File: config.mk
export PLATFORM = sky130hd
export DESIGN_NAME = mem_access_arbiter_flat
export DESIGN_NICKNAME = d
export VERILOG_FILES = /design/src/rtl/mem_access_arbiter_pkg.sv /design/src/rtl/mem_access_arbiter_if.sv /design/src/rtl/mem_access_arbiter_rr_arbiter.sv /design/src/rtl/mem_access_arbiter.sv /design/src/flat_wrapper.sv
export SDC_FILE = /design/constraint.sdc
export NUM_CORES = 1
export LEC_CHECK = 0
export ABC_AREA = 1
export CORE_ASPECT_RATIO = 1.1
export CORE_MARGIN = 5
export CORE_UTILIZATION = 33
export CTS_CLUSTER_SIZE = 14
export DETAILED_ROUTE_END_ITERATION = 8
export GPL_ROUTABILITY_DRIVEN = 0
export HOLD_SLACK_MARGIN = 0.02
export PLACE_DENSITY_LB_ADDON = 0.12
export SKIP_CTS_REPAIR_TIMING = 1
export SYNTH_ARGS = -nofsm -noshare
export SYNTH_HDL_FRONTEND = slang
export SYNTH_SLANG_ARGS = --single-unit
File: constraint.sdc
create_clock -name clk -period 3.3 [get_ports clk]
set_input_delay 0.33 -clock clk [delete_from_list [all_inputs] [get_ports clk]]
set_output_delay 0.33 -clock clk [all_outputs]
set_load 0.005 [all_outputs]
File: src/rtl/mem_access_arbiter_pkg.sv
// Purpose : shared types and constants for the memory access arbiter.
//   arb_state_t - port ownership states (idle, functional, draining, MBIST)
//   ARB_STAT_W  - width of the optional transfer statistics counters
//   idx_w()     - index width for an N-way requester vector (minimum 1)
package mem_access_arbiter_pkg;

  typedef enum logic [1:0] {
    ARB_IDLE  = 2'd0,
    ARB_FUNC  = 2'd1,
    ARB_DRAIN = 2'd2,
    ARB_BIST  = 2'd3
  } arb_state_t;

  localparam int ARB_STAT_W = 16;

  function automatic int idx_w(input int n);
    return (n > 1) ? $clog2(n) : 1;
  endfunction

endpackage

File: src/rtl/mem_access_arbiter_if.sv
// Purpose : bundles the requester handshake, MBIST side-band and RAM port
//           signals of the memory access arbiter.
// Modports:
//   slave  - the arbiter: consumes requests/MBIST controls/mem_q, drives
//            req_ready, rsp_*, bist_owned and mem_*.
//   master - the surrounding environment (requesters, mem_interface, RAM).
interface mem_access_arbiter_if #(
  parameter int NUM_REQ    = 2,
  parameter int ADDR_WIDTH = 4,
  parameter int DATA_WIDTH = 7
);

  logic [NUM_REQ-1:0]            req_valid;
  logic [NUM_REQ-1:0]            req_ready;
  logic [NUM_REQ-1:0]            req_we;
  logic [NUM_REQ*ADDR_WIDTH-1:0] req_addr;
  logic [NUM_REQ*DATA_WIDTH-1:0] req_wdata;
  logic [NUM_REQ-1:0]            rsp_valid;
  logic [DATA_WIDTH-1:0]         rsp_rdata;

  logic                          mbist_run;
  logic                          bist_cs;
  logic                          bist_we;
  logic [ADDR_WIDTH-1:0]         bist_addr;
  logic [DATA_WIDTH-1:0]         bist_data;
  logic                          bist_owned;

  logic                          mem_cs;
  logic                          mem_we;
  logic [ADDR_WIDTH-1:0]         mem_addr;
  logic [DATA_WIDTH-1:0]         mem_data;
  logic [DATA_WIDTH-1:0]         mem_q;

  modport slave (
    input  req_valid, req_we, req_addr, req_wdata,
    output req_ready, rsp_valid, rsp_rdata,
    input  mbist_run, bist_cs, bist_we, bist_addr, bist_data,
    output bist_owned,
    output mem_cs, mem_we, mem_addr, mem_data,
    input  mem_q
  );

  modport master (
    output req_valid, req_we, req_addr, req_wdata,
    input  req_ready, rsp_valid, rsp_rdata,
    output mbist_run, bist_cs, bist_we, bist_addr, bist_data,
    input  bist_owned,
    input  mem_cs, mem_we, mem_addr, mem_data,
    output mem_q
  );

endinterface

File: src/rtl/mem_access_arbiter_rr_arbiter.sv
// Purpose : NUM_REQ-wide round-robin picker.
// Ports:
//   clk, rst  - clock, synchronous active-high reset (pointer -> 0)
//   req       - request vector
//   en        - arbitration enable; no grant while low
//   accept    - the current grant completed a transfer; advance the pointer
//   gnt       - one-hot grant
//   gnt_idx   - index of the granted requester
//   gnt_vld   - a grant is being issued this cycle
module rr_arbiter
  import mem_access_arbiter_pkg::*;
#(
  parameter int NUM_REQ = 2,
  parameter int IDX_W   = idx_w(NUM_REQ)
) (
  input  logic               clk,
  input  logic               rst,
  input  logic [NUM_REQ-1:0] req,
  input  logic               en,
  input  logic               accept,
  output logic [NUM_REQ-1:0] gnt,
  output logic [IDX_W-1:0]   gnt_idx,
  output logic               gnt_vld
);

  logic [IDX_W-1:0] ptr;

  // Two passes: first the requesters at or above the pointer, then wrap to
  // the bottom of the vector. The first hit in either pass wins.
  always_comb begin
    gnt     = '0;
    gnt_idx = '0;
    gnt_vld = 1'b0;
    for (int i = 0; i < NUM_REQ; i++) begin
      if (en && !gnt_vld && req[i[IDX_W-1:0]] && (i >= int'(ptr))) begin
        gnt_vld                = 1'b1;
        gnt_idx                = i[IDX_W-1:0];
        gnt[i[IDX_W-1:0]]      = 1'b1;
      end
    end
    for (int i = 0; i < NUM_REQ; i++) begin
      if (en && !gnt_vld && req[i[IDX_W-1:0]]) begin
        gnt_vld                = 1'b1;
        gnt_idx                = i[IDX_W-1:0];
        gnt[i[IDX_W-1:0]]      = 1'b1;
      end
    end
  end

  always_ff @(posedge clk) begin
    if (rst) begin
      ptr <= '0;
    end else if (accept && gnt_vld) begin
      ptr <= (gnt_idx == IDX_W'(NUM_REQ - 1)) ? '0 : gnt_idx + 1'b1;
    end
  end

endmodule

File: src/rtl/mem_access_arbiter.sv
// Purpose : shares the single port of a sync RAM (registered read, 1-cycle
//           latency) between NUM_REQ round-robin functional requesters and
//           the MBIST memory interface. While mbist_run is high the MBIST
//           side owns the port once in-flight functional reads have drained.
// Ports:
//   clk, rst   - clock, synchronous active-high reset
//   bus        - mem_access_arbiter_if.slave: requester valid/ready and
//                packed payloads, per-owner read response pulse with shared
//                rsp_rdata, MBIST controls and bist_owned, RAM port mem_*/mem_q
//   stat_rd_cnt, stat_wr_cnt - saturating counts of accepted functional
//                reads/writes; present only when MEM_ARB_STATS_EN is defined
// Build option: `define MEM_ARB_STATS_EN to add the statistics counters.
module mem_access_arbiter
  import mem_access_arbiter_pkg::*;
#(
  parameter int NUM_REQ    = 2,
  parameter int ADDR_WIDTH = 4,
  parameter int DATA_WIDTH = 7
) (
  input  logic                  clk,
  input  logic                  rst,
  mem_access_arbiter_if.slave   bus
`ifdef MEM_ARB_STATS_EN
  ,
  output logic [ARB_STAT_W-1:0] stat_rd_cnt,
  output logic [ARB_STAT_W-1:0] stat_wr_cnt
`endif
);

  localparam int IDX_W = idx_w(NUM_REQ);

  function automatic logic [ARB_STAT_W-1:0] sat_inc(input logic [ARB_STAT_W-1:0] v);
    return (&v) ? v : v + 1'b1;
  endfunction

  arb_state_t             state;
  logic                   bist_owned_q;
  logic [NUM_REQ-1:0]     rsp_vld_p1;

  logic                   arb_en;
  logic [NUM_REQ-1:0]     gnt;
  logic [IDX_W-1:0]       gnt_idx;
  logic                   gnt_vld;

  logic [ADDR_WIDTH-1:0]  slot_addr [NUM_REQ];
  logic [DATA_WIDTH-1:0]  slot_wdata[NUM_REQ];
  logic                   sel_we;
  logic [ADDR_WIDTH-1:0]  sel_addr;
  logic [DATA_WIDTH-1:0]  sel_wdata;

  for (genvar g = 0; g < NUM_REQ; g++) begin : g_slot
    assign slot_addr[g]  = bus.req_addr[g*ADDR_WIDTH +: ADDR_WIDTH];
    assign slot_wdata[g] = bus.req_wdata[g*DATA_WIDTH +: DATA_WIDTH];
  end

  assign sel_we    = bus.req_we[gnt_idx];
  assign sel_addr  = slot_addr[gnt_idx];
  assign sel_wdata = slot_wdata[gnt_idx];

  // A rising mbist_run suppresses any grant in the same cycle, so nothing
  // new enters flight once MBIST has asked for the port.
  assign arb_en = !rst && !bus.mbist_run &&
                  ((state == ARB_IDLE) || (state == ARB_FUNC));

  rr_arbiter #(
    .NUM_REQ (NUM_REQ),
    .IDX_W   (IDX_W)
  ) u_rr (
    .clk     (clk),
    .rst     (rst),
    .req     (bus.req_valid),
    .en      (arb_en),
    .accept  (gnt_vld),
    .gnt     (gnt),
    .gnt_idx (gnt_idx),
    .gnt_vld (gnt_vld)
  );

  // Grants only exist where valid is high, so ready doubles as the transfer.
  assign bus.req_ready  = gnt;
  assign bus.rsp_valid  = rst ? '0 : rsp_vld_p1;
  assign bus.rsp_rdata  = (!rst && (|rsp_vld_p1)) ? bus.mem_q : '0;
  assign bus.bist_owned = bist_owned_q && !rst;

  always_comb begin
    bus.mem_cs   = 1'b0;
    bus.mem_we   = 1'b0;
    bus.mem_addr = '0;
    bus.mem_data = '0;
    if (bist_owned_q && !rst) begin
      bus.mem_cs   = bus.bist_cs;
      bus.mem_we   = bus.bist_we;
      bus.mem_addr = bus.bist_addr;
      bus.mem_data = bus.bist_data;
    end else if (gnt_vld) begin
      bus.mem_cs   = 1'b1;
      bus.mem_we   = sel_we;
      bus.mem_addr = sel_addr;
      bus.mem_data = sel_wdata;
    end
  end

  // ---- p0 -> p1: read accepted at this edge, response owner next cycle ----
  always_ff @(posedge clk) begin
    if (rst) begin
      state        <= ARB_IDLE;
      bist_owned_q <= 1'b0;
      rsp_vld_p1   <= '0;
    end else begin
      rsp_vld_p1 <= (gnt_vld && !sel_we) ? gnt : '0;
      case (state)
        ARB_IDLE: begin
          if (bus.mbist_run) begin
            state        <= ARB_BIST;
            bist_owned_q <= 1'b1;
          end else if (|bus.req_valid) begin
            state <= ARB_FUNC;
          end
        end
        ARB_FUNC: begin
          if (bus.mbist_run) begin
            state <= ARB_DRAIN;
          end else if (!(|bus.req_valid) && !(|rsp_vld_p1)) begin
            state <= ARB_IDLE;
          end
        end
        ARB_DRAIN: begin
          if (!(|rsp_vld_p1)) begin
            state        <= ARB_BIST;
            bist_owned_q <= 1'b1;
          end
        end
        ARB_BIST: begin
          if (!bus.mbist_run) begin
            state        <= ARB_IDLE;
            bist_owned_q <= 1'b0;
          end
        end
        default: begin
          state        <= ARB_IDLE;
          bist_owned_q <= 1'b0;
        end
      endcase
    end
  end

`ifdef MEM_ARB_STATS_EN
  // Only functional transfers are counted; MBIST cycles never grant.
  always_ff @(posedge clk) begin
    if (rst) begin
      stat_rd_cnt <= '0;
      stat_wr_cnt <= '0;
    end else if (gnt_vld) begin
      if (sel_we) stat_wr_cnt <= sat_inc(stat_wr_cnt);
      else        stat_rd_cnt <= sat_inc(stat_rd_cnt);
    end
  end
`endif

endmodule

File: src/flat_wrapper.sv
// flat-port wrapper written by rule: the top's interface ports become plain ports
module mem_access_arbiter_flat import mem_access_arbiter_pkg::*;
#(
  parameter int NUM_REQ    = 2,
  parameter int ADDR_WIDTH = 4,
  parameter int DATA_WIDTH = 7
)
  (clk, rst, bus_req_valid, bus_req_we, bus_req_addr, bus_req_wdata, bus_req_ready, bus_rsp_valid, bus_rsp_rdata, bus_mbist_run, bus_bist_cs, bus_bist_we, bus_bist_addr, bus_bist_data, bus_bist_owned, bus_mem_cs, bus_mem_we, bus_mem_addr, bus_mem_data, bus_mem_q);
  mem_access_arbiter_if #(.NUM_REQ(NUM_REQ), .ADDR_WIDTH(ADDR_WIDTH), .DATA_WIDTH(DATA_WIDTH)) bus_i ();
  input  logic clk;
  input  logic rst;
  input wire logic [$bits(bus_i.req_valid)-1:0] bus_req_valid;
  input wire logic [$bits(bus_i.req_we)-1:0] bus_req_we;
  input wire logic [$bits(bus_i.req_addr)-1:0] bus_req_addr;
  input wire logic [$bits(bus_i.req_wdata)-1:0] bus_req_wdata;
  output wire logic [$bits(bus_i.req_ready)-1:0] bus_req_ready;
  output wire logic [$bits(bus_i.rsp_valid)-1:0] bus_rsp_valid;
  output wire logic [$bits(bus_i.rsp_rdata)-1:0] bus_rsp_rdata;
  input wire logic [$bits(bus_i.mbist_run)-1:0] bus_mbist_run;
  input wire logic [$bits(bus_i.bist_cs)-1:0] bus_bist_cs;
  input wire logic [$bits(bus_i.bist_we)-1:0] bus_bist_we;
  input wire logic [$bits(bus_i.bist_addr)-1:0] bus_bist_addr;
  input wire logic [$bits(bus_i.bist_data)-1:0] bus_bist_data;
  output wire logic [$bits(bus_i.bist_owned)-1:0] bus_bist_owned;
  output wire logic [$bits(bus_i.mem_cs)-1:0] bus_mem_cs;
  output wire logic [$bits(bus_i.mem_we)-1:0] bus_mem_we;
  output wire logic [$bits(bus_i.mem_addr)-1:0] bus_mem_addr;
  output wire logic [$bits(bus_i.mem_data)-1:0] bus_mem_data;
  input wire logic [$bits(bus_i.mem_q)-1:0] bus_mem_q;
  assign bus_i.req_valid = bus_req_valid;
  assign bus_i.req_we = bus_req_we;
  assign bus_i.req_addr = bus_req_addr;
  assign bus_i.req_wdata = bus_req_wdata;
  assign bus_req_ready = bus_i.req_ready;
  assign bus_rsp_valid = bus_i.rsp_valid;
  assign bus_rsp_rdata = bus_i.rsp_rdata;
  assign bus_i.mbist_run = bus_mbist_run;
  assign bus_i.bist_cs = bus_bist_cs;
  assign bus_i.bist_we = bus_bist_we;
  assign bus_i.bist_addr = bus_bist_addr;
  assign bus_i.bist_data = bus_bist_data;
  assign bus_bist_owned = bus_i.bist_owned;
  assign bus_mem_cs = bus_i.mem_cs;
  assign bus_mem_we = bus_i.mem_we;
  assign bus_mem_addr = bus_i.mem_addr;
  assign bus_mem_data = bus_i.mem_data;
  assign bus_i.mem_q = bus_mem_q;
  mem_access_arbiter #(.NUM_REQ(NUM_REQ), .ADDR_WIDTH(ADDR_WIDTH), .DATA_WIDTH(DATA_WIDTH)) u_core (.clk(clk), .rst(rst), .bus(bus_i));
endmodule
==> summary.md <==
| Metric | Value |
|---|---|
| Post-route clock period utilization | 0.7891 |
| Count of cell types in the netlist | 21 |
| Reg-to-reg slack, setup | just under 2000 ps |
| Sequential-to-total area share from yosys stat | 0.1457 |
| Areal power density over the cells | 199.4 mW/mm² |
| Power dissipated by switching net loads | around 97 µW |
| Number of max-slew violations in the final report | 0 |
| First-iteration detailed-routing DRC count | 21 |
| Number of global-route vias before repair | approximately 1.2k |
| Number of flops mapped to enable cells by yosys | 0 |
| CTS tree | built |
| Area of the mapped netlist | a little over 800 µm² |
| Number of maximum-capacitance violations | 0 |
| Die Footprint | ~0.0036 mm² |
| TritonCTS Buffers | 3 |
| Worst-Skew Late Latency | approximately 250 ps |
| Maximum achievable frequency | about 0.38 GHz |
| Clock skew | slightly above 8 ps |
| Wire length after detailed routing | roughly 2900 µm |
| Category of the worst setup path launch point | input pin |
| Top cells by instance count after synthesis | 49 x nand2_1, 31 x inv_1, 19 x nor2_1, 15 x nand3_1, 11 x nand3b_1 |
| Post-route ant nets | 0 |
| Minimum period implied by the final worst setup slack | about 2600 ps |
| Proportion of register bits with asynchronous set or reset after synthesis | 0 |
| Leading cell types by total area after synthesis | nand2_1 22%, dfxtp_1 15%, inv_1 14% |
| Data required time at the worst endpoint | slightly below 3000 ps |
| Dominant cell type by area after synthesis | nand2_1 |
| Peak fanout along the critical path | 15 |
| Post-Place Cells | 253 |
| Worst hold path stage count | 3 |
| Worst reg2reg startpoint | u_core.state[1] |
| Syn_nets | ~200 |
| Non-filler instance count after layout | 256 |
| RSZ-0062 raised after global routing | no |
| Proportion of layout cells with a drive suffix above 1 | 0.06667 |
| Internal power | 217.9 µW |
| Total congestion overflow | 0 |
| Max VDD drop | between 0.15 and 0.2 mV |
| Total number of vias | ~1.1k |
| Placed wire-length estimate after detailed placement | 2424 µm |
| Data arrival time of the critical path | 2270 ps |
| First-pass GRT wire length | between 4000 and 5000 µm |
| Starting density of the core | 0.3367 |
| Clock slew seen by the registers of the worst setup and hold paths | around 50 ps |
| Synth top area share | 0.2231 |
| Critical path start-end classification | in -> out |
| Area delta synth->final | 91.35% |
| Number of detailed-route iterations in the first pass | 6 |
| Core outline area | 0.002449 mm² |
| Hold Violations, Final | 0 |
| CP endpoint kind | output port |
| Min-delay worst type | reg -> reg |
| Post-layout net count | between 200 and 300 |
| Clock Sinks | 6 |
| Result of the run | finished clean |
| Worst R2R Path Depth | 6 |
| Final routed wire length divided by cell count | around 11 µm |
| Final setup viols | 0 |
| Buffer depth of the longest clock path | 2 |
| Antenna diodes | 0 |
| LEAKAGE | between 0.0007 and 0.0008 µW |
| DRC violation count after routing | 0 |
| Count of port buffers added during placement | 73 |
| I/O pin cnt | 74 |
| CTS HTree Levels | 1 |
| Worst-Margin Slew | ~500 ps |
| Clock root buffer | clkbuf_4 |
| Largest net degree at the start of global routing | 16 |
| Number of placement rows | 19 |
| Setup TNS | 0 ps |
| Total track usage | 0.1617 |
| Part of the power in combinational logic | 0.512 |
| Dominant register cell in the synthesized netlist | dfxtp_1 |
| Clk network pwr share | 0.224 |
| Yosys warns | 0 |
| Die width | slightly below 60 µm |
| Antenna violations before repair | 0 |
| Worst rel slew slack | 0.6583 |
| Sink of the worst hold path | u_core.state[1] |
| Synth Instances | about 150 |
| Register share of total power | 0.264 |
| Share of total power consumed by net switching | 0.3074 |
| Die height | ~62 µm |
| Most common cell in the netlist | nand2_1 |
| Post-synthesis register bit count | 6 |
| Hold Crit Start | u_core.state[0] |
| Post-Synthesis Mean Instance Area | around 5.4 µm² |
| Terminus of the critical flop-to-flop path | u_core.rsp_vld_p1[0] |
| Per-cell via count in the routed design | 4.434 |
## cells in the final DEF (no fill, tap or decap), types with 3 or more instances in the layout
| cell type | instances |
|---|---|
| nand3b_1 | 11 |
| nor2_1 | 19 |
| clkbuf_4 | 3 |
| nand3_1 | 15 |
| clkdlybuf4s50_1 | 73 |
| inv_1 | 31 |
| dfxtp_1 | 6 |
| nand2_1 | 49 |
| o21ai_0 | 3 |
## registers in the layout (all words and copies together), names as in the netlist
register	flops
u_core.bist_owned_q	1
u_core.u_rr.ptr	1
u_core.rsp_vld_p1	2
u_core.state	2
## worst max-delay path, stage by stage
cell and delay, ps:
clkdlybuf4s50_1 550, nor2_4 410, nand2_4 190, nand2_1 140, nand3_1 70, nand2_1 70
clkdlybuf4s50_1 500
## routing by layer
metal	routed length, µm	up-vias	share of wire	GRT usage
met2	1556	39	0.54	0.3079
met1	1125	492	0.39	0.1737
met3	213	2	0.073	0.03926
li1	-	602	-	-
met5	0	-	0	0
met4	12	0	0.0041	0.03478
## worst max-delay path by stage
stage                               start              end
after detailed placement    bus_mbist_run       bus_mem_we
after global routing        bus_mbist_run       bus_mem_we
final                                 rst       bus_mem_we
after CTS                   bus_mbist_run       bus_mem_we
after global placement      bus_mbist_run       bus_mem_we
after floorplan           u_core.state[1]  bus_mem_addr[2]
## logic make-up after synthesis
family | count (synthesis) | share of synthesized area
AO/OA/AOI/OAI | 6 | 0.05462
buffers and inverters | 39 | 0.2109
flip-flops | 6 | 0.1457
AND/OR/NAND/NOR | 102 | 0.5888
## stage by stage
step	utilization	power (µW)	setup slack [ps]	area (µm²)	hold slack (ps)
after floorplan	-	148.6	1973	824.5	402.4
after global placement	0.6352	243.8	670.7	1555	560.1
after detailed placement	0.6352	246.4	682.0	1555	576.9
after CTS	0.6444	317.4	670.6	1578	589.2
after global routing	0.6444	336.8	516.6	1578	628.4
final	0.6444	314.6	695.9	1578	575.3
## power groups by stage
| stage | clock [µW] | combinational (µW) | sequential [µW] |
|---|---|---|---|
| floorplan | 0 | 65.3 | 83.3 |
| global placement | 0 | 160 | 83.9 |
| detailed placement | 0 | 162 | 84.4 |
| CTS | 71.1 | 163 | 83.0 |
| global route | 75.5 | 178 | 83.6 |
| finish | 70.5 | 161 | 82.9 |
## layout make-up
class,count,area [µm²]
timing repair buffer,74,738.2
sequential,6,120.1
fill,229,870.8
inverter,34,127.6
clock buffer,3,22.52
tap,31,38.79
multi-input combinational,108,530.5
(Power assumes the default switching activity.)
